`src/rtl/ctrl_pkg.sv`:
```
// ctrl_pkg: state, ALU-class and opcode encodings for the MIPS multi-cycle controller
package ctrl_pkg;
  typedef enum logic [4:0] {
    S_FETCH, S_FETCH_WAIT, S_DECODE, S_R_EXEC, S_R_WB, S_I_EXEC, S_I_WB,
    S_MEM_ADDR, S_MEM_READ, S_MEM_WAIT, S_MEM_WB, S_MEM_WRITE,
    S_BRANCH, S_JUMP, S_JAL, S_JR, S_HALT
  } state_t;
  typedef enum logic [1:0] {ADD = 2'd0, FUNCT = 2'd1, IMM = 2'd2, BRANCH = 2'd3} alu_op_t;
  localparam logic [5:0] OP_RTYPE  = 6'h00;
  localparam logic [5:0] OP_REGIMM = 6'h01;
  localparam logic [5:0] OP_J      = 6'h02;
  localparam logic [5:0] OP_JAL    = 6'h03;
  localparam logic [5:0] OP_BEQ    = 6'h04;
  localparam logic [5:0] OP_BGTZ   = 6'h07;
  localparam logic [5:0] OP_ADDIU  = 6'h09;
  localparam logic [5:0] OP_ANDI   = 6'h0C;
  localparam logic [5:0] OP_ORI    = 6'h0D;
  localparam logic [5:0] OP_XORI   = 6'h0E;
  localparam logic [5:0] OP_LW     = 6'h23;
  localparam logic [5:0] OP_SW     = 6'h2B;
  localparam logic [5:0] OP_HALT   = 6'h3F;
  localparam logic [5:0] FUNCT_JR  = 6'h08;
  function automatic state_t decode_class(input logic [5:0] op, input logic [5:0] fn);
    return op == OP_RTYPE ? (fn == FUNCT_JR ? S_JR : S_R_EXEC) :
           (op == OP_LW || op == OP_SW) ? S_MEM_ADDR :
           (op >= OP_ADDIU && op <= OP_XORI) ? S_I_EXEC :
           (op == OP_REGIMM || (op >= OP_BEQ && op <= OP_BGTZ)) ? S_BRANCH :
           op == OP_J ? S_JUMP :
           op == OP_JAL ? S_JAL :
           op == OP_HALT ? S_HALT : S_FETCH;
  endfunction
endpackage

```
`src/rtl/mips_controller.sv`:
```
// mips_controller: multi-cycle Moore control FSM driving the MIPS datapath strobes
module mips_controller
  import ctrl_pkg::*;
(
  input  logic       clk,
  input  logic       rst,
  input  logic [5:0] ir_opcode,
  input  logic [5:0] ir_funct,
  input  logic       branch_taken,
  output logic       pc_write_en,
  output logic       i_or_d,
  output logic       mem_write,
  output logic       ir_write,
  output logic       mem_to_reg,
  output logic       reg_dst,
  output logic       reg_write,
  output logic       jump_and_link,
  output logic       alu_src_a,
  output logic [1:0] alu_src_b,
  output alu_op_t    alu_op,
  output logic [1:0] pc_source,
  output logic       is_signed,
  output logic       halted
);
  state_t state, next_state, out_state;
  logic pc_write, pc_write_cond;
  always_ff @(posedge clk)
    state <= rst ? S_FETCH : next_state;
  always_comb begin
    next_state = S_FETCH;
    case (state)
      S_FETCH:      next_state = S_FETCH_WAIT;
      S_FETCH_WAIT: next_state = S_DECODE;
      S_DECODE:     next_state = decode_class(ir_opcode, ir_funct);
      S_R_EXEC:     next_state = S_R_WB;
      S_I_EXEC:     next_state = S_I_WB;
      S_MEM_ADDR:   next_state = ir_opcode == OP_SW ? S_MEM_WRITE : S_MEM_READ;
      S_MEM_READ:   next_state = S_MEM_WAIT;
      S_MEM_WAIT:   next_state = S_MEM_WB;
      S_HALT:       next_state = S_HALT;
      default:      next_state = S_FETCH;
    endcase
  end
  // reset masks the decode so every strobe reads as FETCH while rst is high
  assign out_state = rst ? S_FETCH : state;
  always_comb begin
    pc_write = 1'b0;
    pc_write_cond = 1'b0;
    i_or_d = 1'b0;
    mem_write = 1'b0;
    ir_write = 1'b0;
    mem_to_reg = 1'b0;
    reg_dst = 1'b0;
    reg_write = 1'b0;
    jump_and_link = 1'b0;
    alu_src_a = 1'b0;
    alu_src_b = 2'b00;
    alu_op = ADD;
    pc_source = 2'b00;
    is_signed = 1'b0;
    halted = 1'b0;
    case (out_state)
      S_FETCH_WAIT: begin
        ir_write = 1'b1;
        alu_src_b = 2'b01;
        pc_write = 1'b1;
      end
      S_DECODE: begin
        alu_src_b = 2'b11;
        is_signed = 1'b1;
      end
      S_R_EXEC: begin
        alu_src_a = 1'b1;
        alu_op = FUNCT;
      end
      S_R_WB: begin
        reg_dst = 1'b1;
        reg_write = 1'b1;
      end
      S_I_EXEC: begin
        alu_src_a = 1'b1;
        alu_src_b = 2'b10;
        alu_op = IMM;
        is_signed = !(ir_opcode inside {OP_ANDI, OP_ORI, OP_XORI});
      end
      S_I_WB: reg_write = 1'b1;
      S_MEM_ADDR: begin
        alu_src_a = 1'b1;
        alu_src_b = 2'b10;
        is_signed = 1'b1;
      end
      S_MEM_READ, S_MEM_WAIT: i_or_d = 1'b1;
      S_MEM_WB: begin
        mem_to_reg = 1'b1;
        reg_write = 1'b1;
      end
      S_MEM_WRITE: begin
        i_or_d = 1'b1;
        mem_write = 1'b1;
      end
      S_BRANCH: begin
        alu_src_a = 1'b1;
        alu_op = BRANCH;
        pc_source = 2'b01;
        pc_write_cond = 1'b1;
      end
      S_JUMP: begin
        pc_source = 2'b10;
        pc_write = 1'b1;
      end
      S_JAL: begin
        pc_source = 2'b10;
        pc_write = 1'b1;
        jump_and_link = 1'b1;
        reg_write = 1'b1;
      end
      S_JR: begin
        alu_src_a = 1'b1;
        alu_src_b = 2'b10;
        pc_write = 1'b1;
      end
      S_HALT: halted = 1'b1;
      default: ;
    endcase
  end
  assign pc_write_en = pc_write | (pc_write_cond & branch_taken);
endmodule

```
`config.mk`:
```
export PLATFORM = sky130hd
export DESIGN_NAME = mips_controller
export DESIGN_NICKNAME = d
export VERILOG_FILES = /design/src/rtl/ctrl_pkg.sv /design/src/rtl/mips_controller.sv
export SDC_FILE = /design/constraint.sdc
export NUM_CORES = 1
export LEC_CHECK = 0
export CAP_MARGIN = 20
export CORE_ASPECT_RATIO = 0.9
export CORE_MARGIN = 2
export CORE_UTILIZATION = 40
export DETAILED_ROUTE_END_ITERATION = 10
export GPL_ROUTABILITY_DRIVEN = 0
export PLACE_DENSITY = 0.78
export SETUP_SLACK_MARGIN = 0.05
export SLEW_MARGIN = 40
export SYNTH_ARGS = -nofsm -noshare
export SYNTH_HDL_FRONTEND = slang
export SYNTH_SLANG_ARGS = --single-unit
```
`constraint.sdc`:
```
create_clock -name clk -period 1.9 [get_ports clk]
set_input_delay 0.38 -clock clk [delete_from_list [all_inputs] [get_ports clk]]
set_output_delay 0.38 -clock clk [all_outputs]
set_load 0.05 [all_outputs]
```
==> flow_metrics.py, run 1 <==
metrics = {
    "floorplan": {
        "fp.dieH_um": 43.39,
        "start_util_pct": 41.87,
        "io_pins": 32,
        "fp-row-count": 14,
        "chipWidth_um": 47.76,
    },
    "clock_tree": {
        "cts_max_path_buffers": 2,
        "cts.sinks": 5,
        "cts-root-buf": "clkbuf_4",
        "cts_made_buffers": 3,
        "cts_resized": 57,
        "post-cts-setup-buffer-count": 14,
        "htree_levels": 1,
        "hold_buffers": 0,
    },
    "logic_synthesis": {
        "ys_types": 39,
        "syn-instance-count": 107,
        "ys_seq_elements": 5,
        "avgSynthCellArea_sq_um": 6.443,
        "synthFlopType": "dfxtp_1",
        "synth_edf_count": 0,
        "synthArstFlopShare_pct": 0,
        "yosys_warnings": 0,
        "synth-seq-area-share_pct": 14.52,
        "synthesis.nets": 122,
        "synth_area_sq_um": 689.4,
    },
    "outcome": {
        "outcome": "did not finish",
        "failing_step": "clock tree synthesis",
        "firstError": "[ERROR DPL-0038] Utilization greater than 100%, impossible to legalize",
    },
    "place": {
        "hpwl_mm": 2.942,
        "port_buffers": 31,
    },
}
[stage by stage]
step	area [sq um]	utilization, %	setup WS (ns)	instances	TNS [ns]
2_1_floorplan	922.1	-	-0.1070	107	-0.1552
3_3_place_gp	1530	92.93	-0.2344	177	-1.649
3_5_place_dp	1530	92.93	-0.2666	177	-2.385
[synth_stat cells (2+ instances only)]
library cell	number	area [sq um]
a221oi_1	2	17.52
a31oi_1	3	18.77
nor3b_1	3	22.52
a211oi_1	2	15.01
nor2b_1	2	12.51
or2_2	2	12.51
a21oi_1	5	25.02
nor2_1	12	45.04
nor4_1	7	43.79
buf_2	2	10.01
o21a_1	2	15.01
nand3_1	3	15.01
dfxtp_1	5	100.1
clkbuf_1	6	22.52
nand2_1	13	48.80
xnor2_1	2	17.52
nor3_1	7	35.03
nand2b_1	6	37.54
inv_1	3	11.26
[cells by family after synthesis]
group                  Yosys count  synth area share, %
XOR/XNOR                         2                2.541
AO/OA/AOI/OAI                   25                27.40
flip-flops                       5                14.52
buffers and inverters           12                6.896
AND/OR/NAND/NOR                 63                48.64
==> run 2: changes to the inputs <==
- CORE_AREA: not set -> 2 2 63 65
- CORE_ASPECT_RATIO: 0.9 -> not set
- CORE_MARGIN: 2 -> not set
- CORE_UTILIZATION: 40 -> not set
- DIE_AREA: not set -> 0 0 65 67
- PLACE_DENSITY: 0.78 -> not set
- PLACE_DENSITY_LB_ADDON: not set -> 0.15
- SETUP_SLACK_MARGIN: 0.05 -> not set
==> run 2 against run 1 <==
Compared with the run above: synthesized cell count stayed put; synthesized area stayed put; the run now ends clean.
==> flow_metrics.py, run 2 <==
metrics = {
    "drt": {
        "firstDrtPassIters": 4,
        "dr.first_iter.drc_count": 10,
        "viasPerCell": 4.667,
        "finalWirelength_mm": 2.627,
        "drt_drc_violations_left": 0,
        "drtAntennaViolNets": 0,
        "wire_per_inst_um": 12.33,
        "via_count": 994,
    },
    "final_layout": {
        "reg_top3": "state: 5 flops",
        "num_antenna_cells": 0,
        "regArea_sq_um": 115.1,
        "fin_area_sq_um": 1697,
        "multi_input_area_sq_um": 740.7,
        "layout.nets": 181,
        "drive_above_1_share_pct": 50.91,
        "top_register": "state",
        "final_cell_mix": "31 x buf_4, 16 x buf_12, 11 x nand2_1",
        "largest_register_ffs": 5,
        "final_common_cell": "buf_4",
        "area_growth_syn_to_layout_pct": 146.1,
        "fill_cells": 366,
    },
    "timing": {
        "layout_setup_ws_ns": 0.02606,
        "setup_viol": 0,
        "worst_pin_slew_ns": 0.3601,
        "fin_hold_ws_ns": 0.5864,
        "rsz0062_at_grt": "yes",
        "skew_ns": 0.001928,
        "hold_viol": 0,
        "setup_tns_ns": 0,
        "slew-limit-headroom_pct": 75.82,
        "slew_violations": 0,
        "fmax_mhz": 533.6,
        "period_needed_ns": 1.874,
        "post-route-period-util_pct": 98.63,
    },
    "outcome": {
        "outcome": "complete, no violations",
    },
    "floorplan": {
        "start_util_pct": 19.12,
        "io_pins": 32,
        "fp-row-count": 22,
        "chipWidth_um": 65,
        "core_area_sq_um": 3606,
        "fp.dieH_um": 67,
        "die_area_sq_um": 4355,
    },
    "place": {
        "port_buffers": 31,
        "place_area_sq_um": 1531,
        "hpwl_mm": 2.119,
        "dp_slack_ns": -0.3050,
    },
    "logic_synthesis": {
        "post-synth-top-count-cell": "nand2_1",
        "yosys_warnings": 0,
        "avgSynthCellArea_sq_um": 6.443,
        "synth_common_cells": "13 x nand2_1, 12 x nor2_1, 7 x nor3_1, 7 x nor4_1",
        "syn-instance-count": 107,
        "ys_types": 39,
        "synthArstFlopShare_pct": 0,
        "ys_top_cells_by_area": "dfxtp_1 15%, nand2_1 7.1%, nor2_1 6.5%, nor4_1 6.4%, nand2b_1 5.4%",
        "synth_edf_count": 0,
        "synth_largest_area_cell": "dfxtp_1",
        "synth_area_sq_um": 689.4,
        "synthFlopType": "dfxtp_1",
        "yosysTopAreaCellShare_pct": 14.52,
        "ys_seq_elements": 5,
        "synth-seq-area-share_pct": 14.52,
        "synthesis.nets": 122,
    },
    "setup_path": {
        "start_kind": "flop",
        "crit_path_end_kind": "output pin",
        "cp_max_fo": 9,
        "required_ns": 1.52,
        "crit_type": "reg -> out",
        "cp.arrival_ns": 1.49,
    },
    "clock_tree": {
        "clkLatencyLatePin_ns": 0.22,
        "cts_made_buffers": 3,
        "cts_max_path_buffers": 2,
        "cts-root-buf": "clkbuf_8",
        "htree_levels": 1,
        "path_clk_slew_ns": 0.03,
        "cts_tree": "done",
        "hold_buffers": 0,
        "cts.sinks": 5,
    },
    "global_routing": {
        "gr-usage-all-layers_pct": 13.07,
        "use_met2_pct": 25.00,
        "grt_util_met1_pct": 15.93,
        "grt_pass1_vias": 975,
        "grt.busiest_layer": "met2",
        "grt.overflow.total": 0,
        "antenna_found_initial": 0,
        "grt_pass1_wl_mm": 4.491,
        "use_met3_pct": 2.534,
        "grt_max_degree": 16,
    },
    "flow_run": {
        "max_cap_viol_count": 0,
    },
    "pwr": {
        "p_leak_uw": 0.0006521,
        "vdd_drop_max_mv": 0.2753,
        "p_total_uw": 674.8,
        "pwr_density_cell_nw_per_um2": 397.7,
    },
    "worst_hold_path": {
        "hold_path.class": "reg -> reg",
    },
}
-- run 2: cell counts after synthesis --
Identical to the previous run, type by type.
-- run 2: area by class of cell --
class,count,share of cell area (%)
repair buffers,63,42.70
flip-flops and latches,5,6.785
well taps,48,3.540
multi-input cells,90,43.66
inverters,3,0.6637
clock buffers,4,2.655
-- run 2: path summary, 6_finish.rpt --
| path | slack, ns | cells after the start | endpoint | from |
|---|---|---|---|---|
| setup / recovery | 0.03 | 5 | alu_op[0] | state[2] |
| hold / removal | 0.59 | 1 | state[4] | state[0] |
| setup reg to reg | 0.17 | 5 | state[1] | state[4] |
| hold reg to reg | 0.59 | 1 | state[4] | state[0] |
-- run 2: logic make-up (layout without fill, tap and decap cells) --
kind of cell	after synthesis	after routing	share of synthesized area (%)
AND/OR/NAND/NOR	63	63	48.64
flip-flops	5	5	14.52
buffers and inverters	12	70	6.896
AO/OA/AOI/OAI	25	25	27.40
XOR/XNOR	2	2	2.541
-- run 2: power breakdown --
group | switching [uW] | total [uW] | internal [uW] | leakage (uW)
logic | 176 | 347 | 170 | 0.000586
clock network | 47.7 | 191 | 144 | 0.0000228
registers | 24.6 | 137 | 112 | 0.0000436
-- run 2: repair_timing --
item                       in CTS  in global routing
setup buffers                   2                  2
setup endpoints to repair      18                 10
hold endpoints to repair        0                  0
gates resized for setup        24                 11
pin swaps                      13                  8
-- run 2: critical path, cell delays in order, from the launching register on --
cell	delay (ns)
dfxtp_4	0.36
buf_4	0.15
nand2b_1	0.15
nand2b_4	0.14
a211oi_2	0.26
clkbuf_16	0.21
-- run 2: per-stage QoR --
| step | util [%] | instances |
|---|---|---|
| final | 47.05 | 213 |
| after global routing | 47.05 | 213 |
| after CTS | 45.28 | 211 |
| after detailed placement | 42.47 | 205 |
| after global placement | 42.47 | 205 |
| after floorplan | - | 107 |
-- run 2: routing by layer --
metal | share of wire (%) | vias to the layer above
li1 | - | 513
met3 | 4.0 | 0
met2 | 52 | 26
met1 | 44 | 455
met5 | 0 | -
met4 | 0 | 0
No activity file was read; power rests on OpenSTA's default activity.
==> run 3: changes to the inputs <==
- DONT_BUFFER_PORTS: not set -> 1
==> run 3 against run 2 <==
Compared with the run above: clock power barely moved; global-route usage down 0.97 points; clock skew is 0.0019 ns lower; critical endpoint is now pc_source[0]; largest power group unchanged; power is 14% lower; routed wire length shrank 8.0%; flip-flop and latch count unchanged; cell count shrank 14%.
==> flow_metrics.py, run 3 (synthesized netlist as in run 2, its figures left out) <==
metrics = {
    "worst_hold_path": {
        "hp-start": "ir_opcode[2]",
        "hold_path.class": "in -> reg",
    },
    "setup_path": {
        "cp-startpoint": "state[3]",
        "r2r-start": "state[2]",
        "endpoint": "pc_source[0]",
        "crit_path_end_kind": "output pin",
        "cp_max_fo": 4,
        "rrSetupSlack_ns": 0.23,
        "reg2reg_depth": 5,
        "cp.arrival_ns": 1.50,
        "r2r_end": "state[1]",
        "start_kind": "flop",
        "crit_type": "reg -> out",
        "required_ns": 1.52,
    },
    "clock_tree": {
        "path_clk_slew_ns": 0.03,
        "clkLatencyLatePin_ns": 0.22,
        "cts_made_buffers": 3,
        "cts_tree": "done",
        "cts_max_path_buffers": 2,
        "post-cts-setup-buffer-count": 0,
        "htree_levels": 1,
        "cts-root-buf": "clkbuf_8",
        "cts.sinks": 5,
    },
    "timing": {
        "worst_pin_slew_ns": 0.3596,
        "setup_viol": 0,
        "hold_viol": 0,
        "period_needed_ns": 1.878,
        "fin_hold_ws_ns": 0.3667,
        "setup_tns_ns": 0,
        "rsz0062_at_grt": "yes",
        "skew_ns": 0.00007477,
        "slew-limit-headroom_pct": 75.86,
        "slew_violations": 0,
        "post-route-period-util_pct": 98.85,
        "fmax_mhz": 532.4,
    },
    "place": {
        "place_inst": 180,
        "place_area_sq_um": 1184,
        "port_buffers": 0,
        "hpwl_mm": 2.005,
    },
    "floorplan": {
        "fp-row-count": 22,
        "chipWidth_um": 65,
        "start_util_pct": 19.12,
        "die_area_sq_um": 4355,
        "core_area_sq_um": 3606,
        "io_pins": 32,
        "fp.dieH_um": 67,
    },
    "final_layout": {
        "layout.nets": 152,
        "reg_top3": "state: 5 flops",
        "largest_register_ffs": 5,
        "num_antenna_cells": 0,
        "drive_above_1_share_pct": 46.32,
        "fin_util_pct": 35.43,
        "fin_area_sq_um": 1277,
        "final_cells": 184,
        "final_cell_mix": "25 x buf_4, 13 x nand2_1, 10 x nor2_1",
        "fill_cells": 400,
        "area_growth_syn_to_layout_pct": 85.30,
        "final_common_cell": "buf_4",
        "top_register": "state",
    },
    "pwr": {
        "p_leak_uw": 0.0004447,
        "vdd_drop_max_mv": 0.2159,
        "pwr_density_cell_nw_per_um2": 452.6,
    },
    "drt": {
        "firstDrtPassIters": 4,
        "finalWirelength_mm": 2.417,
        "drtAntennaViolNets": 0,
        "dr.first_iter.drc_count": 21,
        "viasPerCell": 5.005,
        "drt_drc_violations_left": 0,
        "wire_per_inst_um": 13.14,
        "via_count": 921,
    },
    "global_routing": {
        "antenna_found_initial": 0,
        "grt_pass1_vias": 890,
        "grt_max_degree": 15,
        "grt.overflow.total": 0,
        "grt_pass1_wl_mm": 4.174,
        "gr-usage-all-layers_pct": 12.10,
    },
    "outcome": {
        "outcome": "complete, no violations",
    },
    "flow_run": {
        "max_cap_viol_count": 0,
    },
}
run 3: changes by cell type in the layout (fill, tap and decap cells not counted), sizes merged:
cell and delta:
dlymetal6s2s -1, dlygate4sd2 -9, clkdlybuf4s15 -1, clkdlybuf4s50 -3, clkbuf -1, buf -14
run 3: timing repair:
item,4_1_cts,5_1_grt
pin swaps,1,5
hold buffers,0,0
endpoints found under the setup margin,10,7
resized for setup,5,10
endpoints found under the hold margin,0,0
run 3: worst max-delay path, stage by stage, from the launching register on:
cell and delay [ns]:
dfxtp_4 0.37, nand2b_4 0.05, or3b_4 0.46, nor3_4 0.23
buf_12 0.16
run 3: final cells by class:
| type | count | area (sq um) | share of cell area [%] |
|---|---|---|---|
| inverters | 3 | 11.26 | 0.8815 |
| multi-input cells | 90 | 694.4 | 54.36 |
| repair buffers | 34 | 350.3 | 27.42 |
| clock buffers | 4 | 45.04 | 3.526 |
| flip-flops and latches | 5 | 116.4 | 9.109 |
| well taps | 48 | 60.06 | 4.701 |
run 3: per-layer routing:
metal	up-vias	global-route usage (%)	routed length (um)	share of wire (%)
li1	457	-	-	-
met1	429	15.61	1133	47
met2	33	19.59	1114	46
met3	2	2.872	161	6.7
met4	0	4.255	8	0.33
met5	-	0	0	0
run 3: power by group:
group          switching, uW  internal (uW)
sequential              20.6            112
combinational            145            108
clock                   48.7            144
run 3: worst min-delay path by stage:
stage	to	slack [ns]	cells past startpoint
after floorplan	state[1]	0.56	2
after global placement	state[1]	0.60	2
after detailed placement	state[1]	0.59	2
after CTS	state[1]	0.36	2
after global routing	state[1]	0.39	2
final	state[1]	0.37	2
run 3: per-stage QoR:
stage | total power [uW] | setup slack [ns]
finish | 578.2 | 0.02180
global route | 619.4 | -0.02159
CTS | 582.5 | 0.02020
detailed placement | 384.0 | 0.08796
global placement | 384.8 | 0.08663
floorplan | 304.2 | -0.3361
